`src/rtl/key_expansion_if.sv`:
```
// Handshake and round-key bus between a key-expansion requester and the
// AES-128 key expansion engine.
interface key_expansion_if;
    logic         start;
    logic [127:0] cipher_key;
    logic         ready;
    logic [127:0] round_key;
    logic         round_key_valid;
    logic [3:0]   round_idx;
    logic         done;

    modport master (
        output start, cipher_key,
        input  ready, round_key, round_key_valid, round_idx, done
    );

    modport slave (
        input  start, cipher_key,
        output ready, round_key, round_key_valid, round_idx, done
    );
endinterface

```
`src/rtl/key_expansion.sv`:
```
// AES-128 key expansion: produces round keys 0..10 on consecutive cycles after
// an accepted start, one round key per clock.

// Byte substitution: multiplicative inverse in GF(2^8) followed by the affine map.
module sBox (
    input  logic [7:0] value,
    output logic [7:0] substituted
);
    function automatic logic [7:0] xtime(input logic [7:0] a);
        return {a[6:0], 1'b0} ^ (a[7] ? 8'h1b : 8'h00);
    endfunction

    function automatic logic [7:0] gf_mul(input logic [7:0] a, input logic [7:0] b);
        logic [7:0] p;
        logic [7:0] aa;
        p  = 8'h00;
        aa = a;
        for (int i = 0; i < 8; i++) begin
            if (b[i]) p = p ^ aa;
            aa = xtime(aa);
        end
        return p;
    endfunction

    logic [7:0] sq;
    logic [7:0] inv;

    // Inverse as a^254 = a^2 * a^4 * ... * a^128; zero maps to zero naturally.
    always_comb begin
        sq  = value;
        inv = 8'h01;
        for (int i = 1; i < 8; i++) begin
            sq  = gf_mul(sq, sq);
            inv = gf_mul(inv, sq);
        end
        substituted = inv ^ {inv[6:0], inv[7]} ^ {inv[5:0], inv[7:6]}
                    ^ {inv[4:0], inv[7:5]} ^ {inv[3:0], inv[7:4]} ^ 8'h63;
    end
endmodule

module key_expansion (
    input  logic           clk,
    input  logic           rst_n,
    key_expansion_if.slave bus
);
    typedef enum logic {IDLE, EXPAND} state_t;

    state_t       state;
    state_t       next_state;
    logic [127:0] key_q;
    logic [3:0]   idx_q;
    logic [7:0]   rcon_q;

    logic [31:0]  w0, w1, w2, w3;
    logic [31:0]  rot_w3;
    logic [31:0]  sub_w3;
    logic [31:0]  n0, n1, n2, n3;
    logic         accept;
    logic         last_round;

    function automatic logic [7:0] xtime(input logic [7:0] a);
        return {a[6:0], 1'b0} ^ (a[7] ? 8'h1b : 8'h00);
    endfunction

    assign {w0, w1, w2, w3} = key_q;
    assign rot_w3           = {w3[23:0], w3[31:24]};

    for (genvar b = 0; b < 4; b++) begin : g_sub
        sBox u_sbox (
            .value       (rot_w3[8*b +: 8]),
            .substituted (sub_w3[8*b +: 8])
        );
    end

    assign n0 = w0 ^ sub_w3 ^ {rcon_q, 24'h000000};
    assign n1 = w1 ^ n0;
    assign n2 = w2 ^ n1;
    assign n3 = w3 ^ n2;

    assign accept     = (state == IDLE) && bus.start;
    assign last_round = (state == EXPAND) && (idx_q == 4'd10);

    always_ff @(posedge clk) begin
        if (!rst_n) state <= IDLE;
        else        state <= next_state;
    end

    // The FSM stays in EXPAND through the round-10 cycle, leaving exactly one
    // idle cycle before a held start can be accepted again.
    always_comb begin
        next_state = state;
        case (state)
            IDLE:   if (bus.start) next_state = EXPAND;
            EXPAND: if (last_round) next_state = IDLE;
        endcase
    end

    always_ff @(posedge clk) begin
        if (!rst_n) begin
            key_q  <= 128'h0;
            idx_q  <= 4'h0;
            rcon_q <= 8'h01;
        end else if (accept) begin
            key_q  <= bus.cipher_key;
            idx_q  <= 4'h0;
            rcon_q <= 8'h01;
        end else if (state == EXPAND && !last_round) begin
            key_q  <= {n0, n1, n2, n3};
            idx_q  <= idx_q + 4'd1;
            rcon_q <= xtime(rcon_q);
        end
    end

    always_comb begin
        bus.ready           = (state == IDLE);
        bus.round_key_valid = (state == EXPAND);
        bus.done            = last_round;
        bus.round_key       = key_q;
        bus.round_idx       = idx_q;
    end
endmodule
```
`src/flat_wrapper.sv`:
```
// flat-port wrapper written by rule: the top's interface ports become plain ports
module key_expansion_flat 
  (clk, rst_n, bus_start, bus_cipher_key, bus_ready, bus_round_key, bus_round_key_valid, bus_round_idx, bus_done);
  key_expansion_if bus_i ();
  input  logic clk;
  input  logic rst_n;
  input wire logic [$bits(bus_i.start)-1:0] bus_start;
  input wire logic [$bits(bus_i.cipher_key)-1:0] bus_cipher_key;
  output wire logic [$bits(bus_i.ready)-1:0] bus_ready;
  output wire logic [$bits(bus_i.round_key)-1:0] bus_round_key;
  output wire logic [$bits(bus_i.round_key_valid)-1:0] bus_round_key_valid;
  output wire logic [$bits(bus_i.round_idx)-1:0] bus_round_idx;
  output wire logic [$bits(bus_i.done)-1:0] bus_done;
  assign bus_i.start = bus_start;
  assign bus_i.cipher_key = bus_cipher_key;
  assign bus_ready = bus_i.ready;
  assign bus_round_key = bus_i.round_key;
  assign bus_round_key_valid = bus_i.round_key_valid;
  assign bus_round_idx = bus_i.round_idx;
  assign bus_done = bus_i.done;
  key_expansion u_core (.clk(clk), .rst_n(rst_n), .bus(bus_i));
endmodule
```
`config.mk`:
```
export PLATFORM = sky130hd
export DESIGN_NAME = key_expansion_flat
export DESIGN_NICKNAME = d
export VERILOG_FILES = /design/src/rtl/key_expansion_if.sv /design/src/rtl/key_expansion.sv /design/src/flat_wrapper.sv
export SDC_FILE = /design/constraint.sdc
export NUM_CORES = 2
export LEC_CHECK = 0
export CELL_PAD_IN_SITES_DETAIL_PLACEMENT = 0
export CELL_PAD_IN_SITES_GLOBAL_PLACEMENT = 2
export CORE_MARGIN = 4
export CORE_UTILIZATION = 34
export CTS_CLUSTER_DIAMETER = 100
export CTS_CLUSTER_SIZE = 40
export DETAILED_ROUTE_END_ITERATION = 7
export PLACE_DENSITY = 0.77
export SYNTH_ARGS = -nofsm -noshare
export SYNTH_HDL_FRONTEND = slang
export SYNTH_SLANG_ARGS = --single-unit
export TNS_END_PERCENT = 1
```
`constraint.sdc`:
```
create_clock -name clk -period 15.44 [get_ports clk]
set_clock_uncertainty 0.2 [all_clocks]
set_input_delay 3.86 -clock clk [delete_from_list [all_inputs] [get_ports clk]]
set_output_delay 3.86 -clock clk [all_outputs]
set_load 0.005 [all_outputs]
```
======== Yosys cells after proc, flatten, opt, wreduce, memory -nomap -nowiden ========
Index checks and enable logic that the tools add are counted.
word-level totals
  register bits after elaboration ......... 141
  output and inout bits ................... 135
operators by class
  add/subtract/negate cells ............... 1
  eq/ne operators ......................... 1
  multiplexer cells ....................... 818
  bitwise operators ....................... 784
  reduce and logical (&&, ||, !) cells .... 6
operator list
  cell                                         count
  two-way mux 8 bit                            420
  XOR 8 bit                                    381
  XOR 8 x 5 -> 8 bit                           364
  two-way mux 5 bit                            369
  two-way mux 128 bit                          2
  XOR 32 bit                                   5
  two-way mux 7 bit                            4
  inverter 1 bit, first input constant         28
  two-way mux 6 bit                            4
  two-way mux 4 bit                            4
  inverter 4 bit                               4
  two-way mux 3 bit                            4
  two-way mux 2 bit                            4
  two-way mux 1 bit                            6
  adder 4 x 1 -> 4 bit, second input constant  1
  == test 4 bit, second input constant         1
  logical AND 1 bit                            3
  inverter 1 bit                               2
  one-hot mux 1 bit (2 select lines)           1
  nonzero test 2 bit                           1
  OR reduction 2 bit                           1
  logical NOT 1 bit                            1

======== Logic depth before layout (Yosys ltp) ========
  depth in word-level cells ............... 139
  depth in mapped cells ................... 70
  gate-level depth less buffers ........... 57

======== Cells and area by module ========
Synthesis repeated with hierarchy kept, for this count alone.
second synthesis, totals
  cells, all modules ...................... 8655
  area total of the unflattened synthesis .. 68582.0 um^2
modules (own cells, without submodules)
  module         instances  cells each  area each (um^2)  seq. area each (um^2)
  sBox           4          1942        15220.8           0.0
  key_expansion  1          887         7698.6            2822.7

======== Worst setup path after synthesis ========
OpenSTA, ideal clock, no wires.
  kind .................................... register to register
  start point ............................. register u_core.key_q[0] (netlist: u_core.bus.round_key[0])
  end point ............................... register u_core.key_q[11] (netlist: u_core.bus.round_key[11])
  arrival time ............................ 15.122 ns
  required time ........................... 15.170 ns
  slack ................................... 0.048 ns
  stages on the path, launching flop included .. 62
  buffers on the path ..................... 8
  path through ............................ dfxtp_1 -> ha_1 -> nand2_1 -> xor2_1 -> inv_1 -> clkbuf_1 -> clkbuf_1 -> ha_1 -> clkbuf_1 -> inv_1 -> nor2_1 -> xnor2_1 -> xnor2_1 -> inv_1 -> buf_2 -> buf_1 -> buf_1 -> ha_1 -> (+26 left out) -> xor3_1 -> xnor3_1 -> xor2_4 -> xor2_1 -> xnor2_1 -> mux2_2 -> o21ai_1 -> xor2_1 -> xnor2_1 -> xnor2_1 -> xnor2_1 -> xnor2_1 -> xnor2_1 -> xnor2_1 -> xnor2_1 -> nor2_1 -> mux2_1 -> a21oi_1
on the way
  longest elaborated chain between the ends .. 135
  elaborated cells on any way between the ends .. 389
RTL lines
  element                    line                  source
  from (decl)                key_expansion.sv:50   logic [127:0] key_q;
  from (signal assigned)     key_expansion.sv:104  key_q <= bus.cipher_key;
  from (signal assigned)     key_expansion.sv:108  key_q <= {n0, n1, n2, n3};
  two-way mux 8 bit          key_expansion.sv:19   if (b[i]) p = p ^ aa;
  XOR 8 bit                  key_expansion.sv:19
  two-way mux 8 bit          key_expansion.sv:19
  XOR 8 bit                  key_expansion.sv:19
  two-way mux 8 bit          key_expansion.sv:19
  XOR 8 bit                  key_expansion.sv:19
  two-way mux 8 bit          key_expansion.sv:19
  XOR 8 bit                  key_expansion.sv:19
  (+118 left out)            --
  XOR 8 bit                  key_expansion.sv:37   ^ {inv[4:0], inv[7:5]} ^ {inv[3:0], inv[7:4]} ^ 8'h63;
  XOR 8 bit *                key_expansion.sv:37
  XOR 32 bit * (2 in a row)  key_expansion.sv:75   assign n0 = w0 ^ sub_w3 ^ {rcon_q, 24'h000000};
  XOR 32 bit *               key_expansion.sv:76   assign n1 = w1 ^ n0;
  XOR 32 bit *               key_expansion.sv:77   assign n2 = w2 ^ n1;
  XOR 32 bit *               key_expansion.sv:78   assign n3 = w3 ^ n2;
  two-way mux 128 bit *      key_expansion.sv:107  end else if (state == EXPAND && !last_round) begin
  two-way mux 128 bit *      key_expansion.sv:103  end else if (accept) begin
Every way passes the cells marked *; elsewhere a longest branch is shown, timed or not. The select of a mux whose other input is x is not followed.
A chain may end at the register's enable or synchronous reset.

======== Worst setup path after layout ========
  start point ............................. register u_core.key_q[23] (netlist: u_core.bus.round_key[23])
  end point ............................... register u_core.key_q[29] (netlist: u_core.bus.round_key[29])
on the way
  longest elaborated chain between the ends .. 136
  elaborated cells on any way between the ends .. 393
RTL lines
  element                                                 line
  two-way mux 5 bit or two-way mux 8 bit (tied branches)  key_expansion.sv:10, key_expansion.sv:19
  XOR 8 x 5 -> 8 bit or XOR 8 bit (tied branches)         key_expansion.sv:10, key_expansion.sv:19
  XOR 8 bit or two-way mux 8 bit (tied branches)          key_expansion.sv:19
  two-way mux 8 bit or XOR 8 bit (tied branches)          key_expansion.sv:19
  XOR 8 bit or two-way mux 8 bit (tied branches)          key_expansion.sv:19
  two-way mux 8 bit or XOR 8 bit (tied branches)          key_expansion.sv:19
  XOR 8 bit or two-way mux 8 bit (tied branches)          key_expansion.sv:19
  two-way mux 8 bit or XOR 8 bit (tied branches)          key_expansion.sv:19
  (+119 left out)                                         --
  XOR 8 bit *                                             key_expansion.sv:37
  inverter 4 bit (no source line) *                       --
  XOR 32 bit * (2 in a row)                               key_expansion.sv:75
  XOR 32 bit *                                            key_expansion.sv:76
  XOR 32 bit *                                            key_expansion.sv:77
  XOR 32 bit *                                            key_expansion.sv:78
  two-way mux 128 bit *                                   key_expansion.sv:107
  two-way mux 128 bit *                                   key_expansion.sv:103
Marked as above.

==> results.md <==
- Bufs and invs on worst path: 5
- Rows: 158
- Vias in the first global route: 59748
- Die height: 440 um
- Drt first-iter violations: 4678
- Synth Register Bits: 141
- Syn Inst Count: 8616
- Post-synthesis async set-or-reset flop share: 0
- Worst skew pair latency: 0.53 ns
- Die W: 440 um
- # setup viols final: 0
- DR DRC count: 0
- Yosys Warn Count: 0
- Clock buffer depth: 2
- Top post-synthesis cells by area: xnor2_1 (23%), xnor3_1 (12%), nor2_1 (7.6%)
- Gr ovfl total: 0
- I/O pin cnt: between 200 and 300
- Core Util, Final: 0.414
- Yosys cell types: 120
- Slowest-stage cell, CP: xnor3_2
- Mean Syn Cell Area: 7.37 um2
- Area delta synth->final: 21.1%
- Pin count of the biggest net entering global routing: between 70 and 80
- Crit-path most repeated cell: xnor2_2
- Num CTS Buffers: 17
- Synth top cells by count: xnor2_1 (1666), nor2_1 (1286), nand2_1 (880)
- Critical path required time: 15.66 ns
- Hold Violations, Final: 0
- Share of post-route cells with drive strength above 1: 0.169
- Worst path max stage delay: 0.54 ns
- Routed wire per std cell: between 20 and 25 um
- Top cell type's share of synthesized area: 0.230
- Count leader, synth: xnor2_1
- Clock sinks: about 140
- Router iterations before antenna repair: 6
- Synth area leader: xnor2_1
- DR vias: 63371
- Clock root cell: clkbuf_16
- ANT nets after route: 0
- Run status: finished, final reports clean
- Period minus WS final: 14.86 ns
- Initial antenna violation count: 5
- Starting Density: 0.342
- Slew @ Worst Pin: around 1.2 ns
- Critical path class: reg2reg
- Vias per inst: 5.45
- Final worst path period share: 0.962
- Clock transition at path regs: about 0.090 ns
- Hold crit path type: reg2reg
- Seq/Total Area, Yosys: 0.0444
- Post-Syn Nets: 8768
- Synth Cell Area: 63500 um2
- Final net count: 9285
- Crit. End Element: flip-flop
- WP data arrival: about 15 ns
- IO buf count: 265
- Critical-path maximum fanout: 14
- Core Region: 186000 um2
- First-pass GRT wire length: 374000 um
- Max Fclk: 0.0673 GHz
- Die area: 194000 um2
- Total Routing Usage GR: 0.242
- DP HPWL: between 150000 and 200000 um
- Routability cong.: just over 0.9
- RSZ-0062 raised after global routing: yes
- Slew Limit Fails: 0
- CP Launch Type: flip-flop
- Number of enable flip-flop cells after synthesis: 0
- Post-synth top flop: dfxtp_1
- Rel. slew slack: 0.212
- CTS tree: built
- Max cap viols: 0
- Htree depth: 4
- Worst path top cell family by delay: XOR/XNOR gates
- Final wirelength: between 200000 and 250000 um
per-layer routing:
layer,routed length (um),up-vias,global-route usage,part of all wire
met1,111000,30819,0.333,0.45
met3,9160,207,0.0145,0.037
li1,-,30751,-,-
met2,118000,1594,0.410,0.48
met5,0,-,0,0
met4,6950,0,0.0661,0.028
through the flow:
step	worst slack (ns)	std cells	TNS [ns]	cell area (um2)	hold slack, ns
3_5_place_dp	-1.10	11471	-27.45	72800	0.286
3_3_place_gp	-1.33	11470	-26.52	72800	0.277
5_1_grt	-0.112	11631	-1.19	76900	0.323
6_report	0.583	11632	0	76900	0.297
2_1_floorplan	0.0480	8616	0	63500	0.257
4_1_cts	-0.0646	11516	-0.252	73900	0.296
path summary, 6_finish.rpt:
check,from,endpoint,slack [ns],cells past startpoint
min reg2reg,u_core.rcon_q[6]$_SDFFE_PP0P_,u_core.rcon_q[6]$_SDFFE_PP0P_,0.30,2
max,u_core.bus.round_key[23]$_SDFFE_PN0P_,u_core.bus.round_key[29]$_SDFFE_PN0P_,0.58,55
max reg2reg,u_core.bus.round_key[23]$_SDFFE_PN0P_,u_core.bus.round_key[29]$_SDFFE_PN0P_,0.58,55
min,u_core.rcon_q[6]$_SDFFE_PP0P_,u_core.rcon_q[6]$_SDFFE_PP0P_,0.30,2
cell usage in the layout, fill, tap and decap left out, types with 40 or more instances in the layout:
cell type        count
xor2_2              62
and2_1              57
a21oi_1            490
nand2_1            872
a21o_1              40
xnor2_4             54
nand2b_1            65
o22ai_1            112
o21ai_0            376
xnor3_1            286
xnor2_2            234
inv_1               85
a221oi_1            73
and3_1              43
nor2_1            1280
buf_4              829
xnor3_2             60
clkdlybuf4s50_1    265
mux2i_1            172
nor2b_1             63
nor3_1             192
or3_1               57
dfxtp_1            139
a22oi_1             87
xor2_1             424
nand3_1            179
a211oi_1            74
a31oi_1             68
xnor2_1           1463
o211ai_1            76
cells by family (layout without fill, tap and decap cells):
logic type                 after synthesis  in the layout  share of synthesized area
AOI/OAI and AO/OA                     1863           1863                      0.192
and+or+nand+nor                       2984           2984                      0.203
other                                    0              6                          0
buffers and inverters                  727           1257                     0.0474
DFF                                    141            141                     0.0444
xor gates and xnor gates              2656           2656                      0.471
muxes                                  224            224                     0.0376
adders and majority gates               21             21                    0.00414
worst register-to-register path, delay by kind of cell (launching register included):
| family | cells | cell delay, ns |
|---|---|---|
| AO/OA/AOI/OAI | 7 | 1.23 |
| AND/OR/NAND/NOR | 4 | 0.67 |
| buffers and inverters | 5 | 0.87 |
| adder cells (fa/ha/maj) | 2 | 0.79 |
| flip-flops | 1 | 0.37 |
| multiplexers | 4 | 1.03 |
| XOR/XNOR | 33 | 9.63 |
registers in the layout (all words and copies together), names as in the netlist:
| register | count |
|---|---|
| u_core.rcon_q | 8 |
| u_core.bus.round_idx | 4 |
| u_core.bus.round_key_valid | 1 |
| u_core.bus.round_key | 128 |
area by class of cell:
| class | instances | area (um2) |
|---|---|---|
| inverters | 107 | 414 |
| multi-input cells | 7748 | 60700 |
| repair buffers | 1118 | 9260 |
| flip-flops and latches | 141 | 2830 |
| diodes | 6 | 15.0 |
| clock buffers | 18 | 429 |
| well taps | 2480 | 3100 |
| fillers | 19097 | 109000 |
| clock inverters | 14 | 149 |
timing repair:
| item | CTS | global route |
|---|---|---|
| hold buffers | 0 | 0 |
| endpoints found under the setup margin | 88 | 128 |
| pin swaps | 12 | 99 |
| buffers inserted | 13 | 110 |
| resized for setup | 64 | 342 |
Power is left out: the tool's default activity adds up to more than one toggle a clock period on the data nets, which glitch-free logic cannot reach.
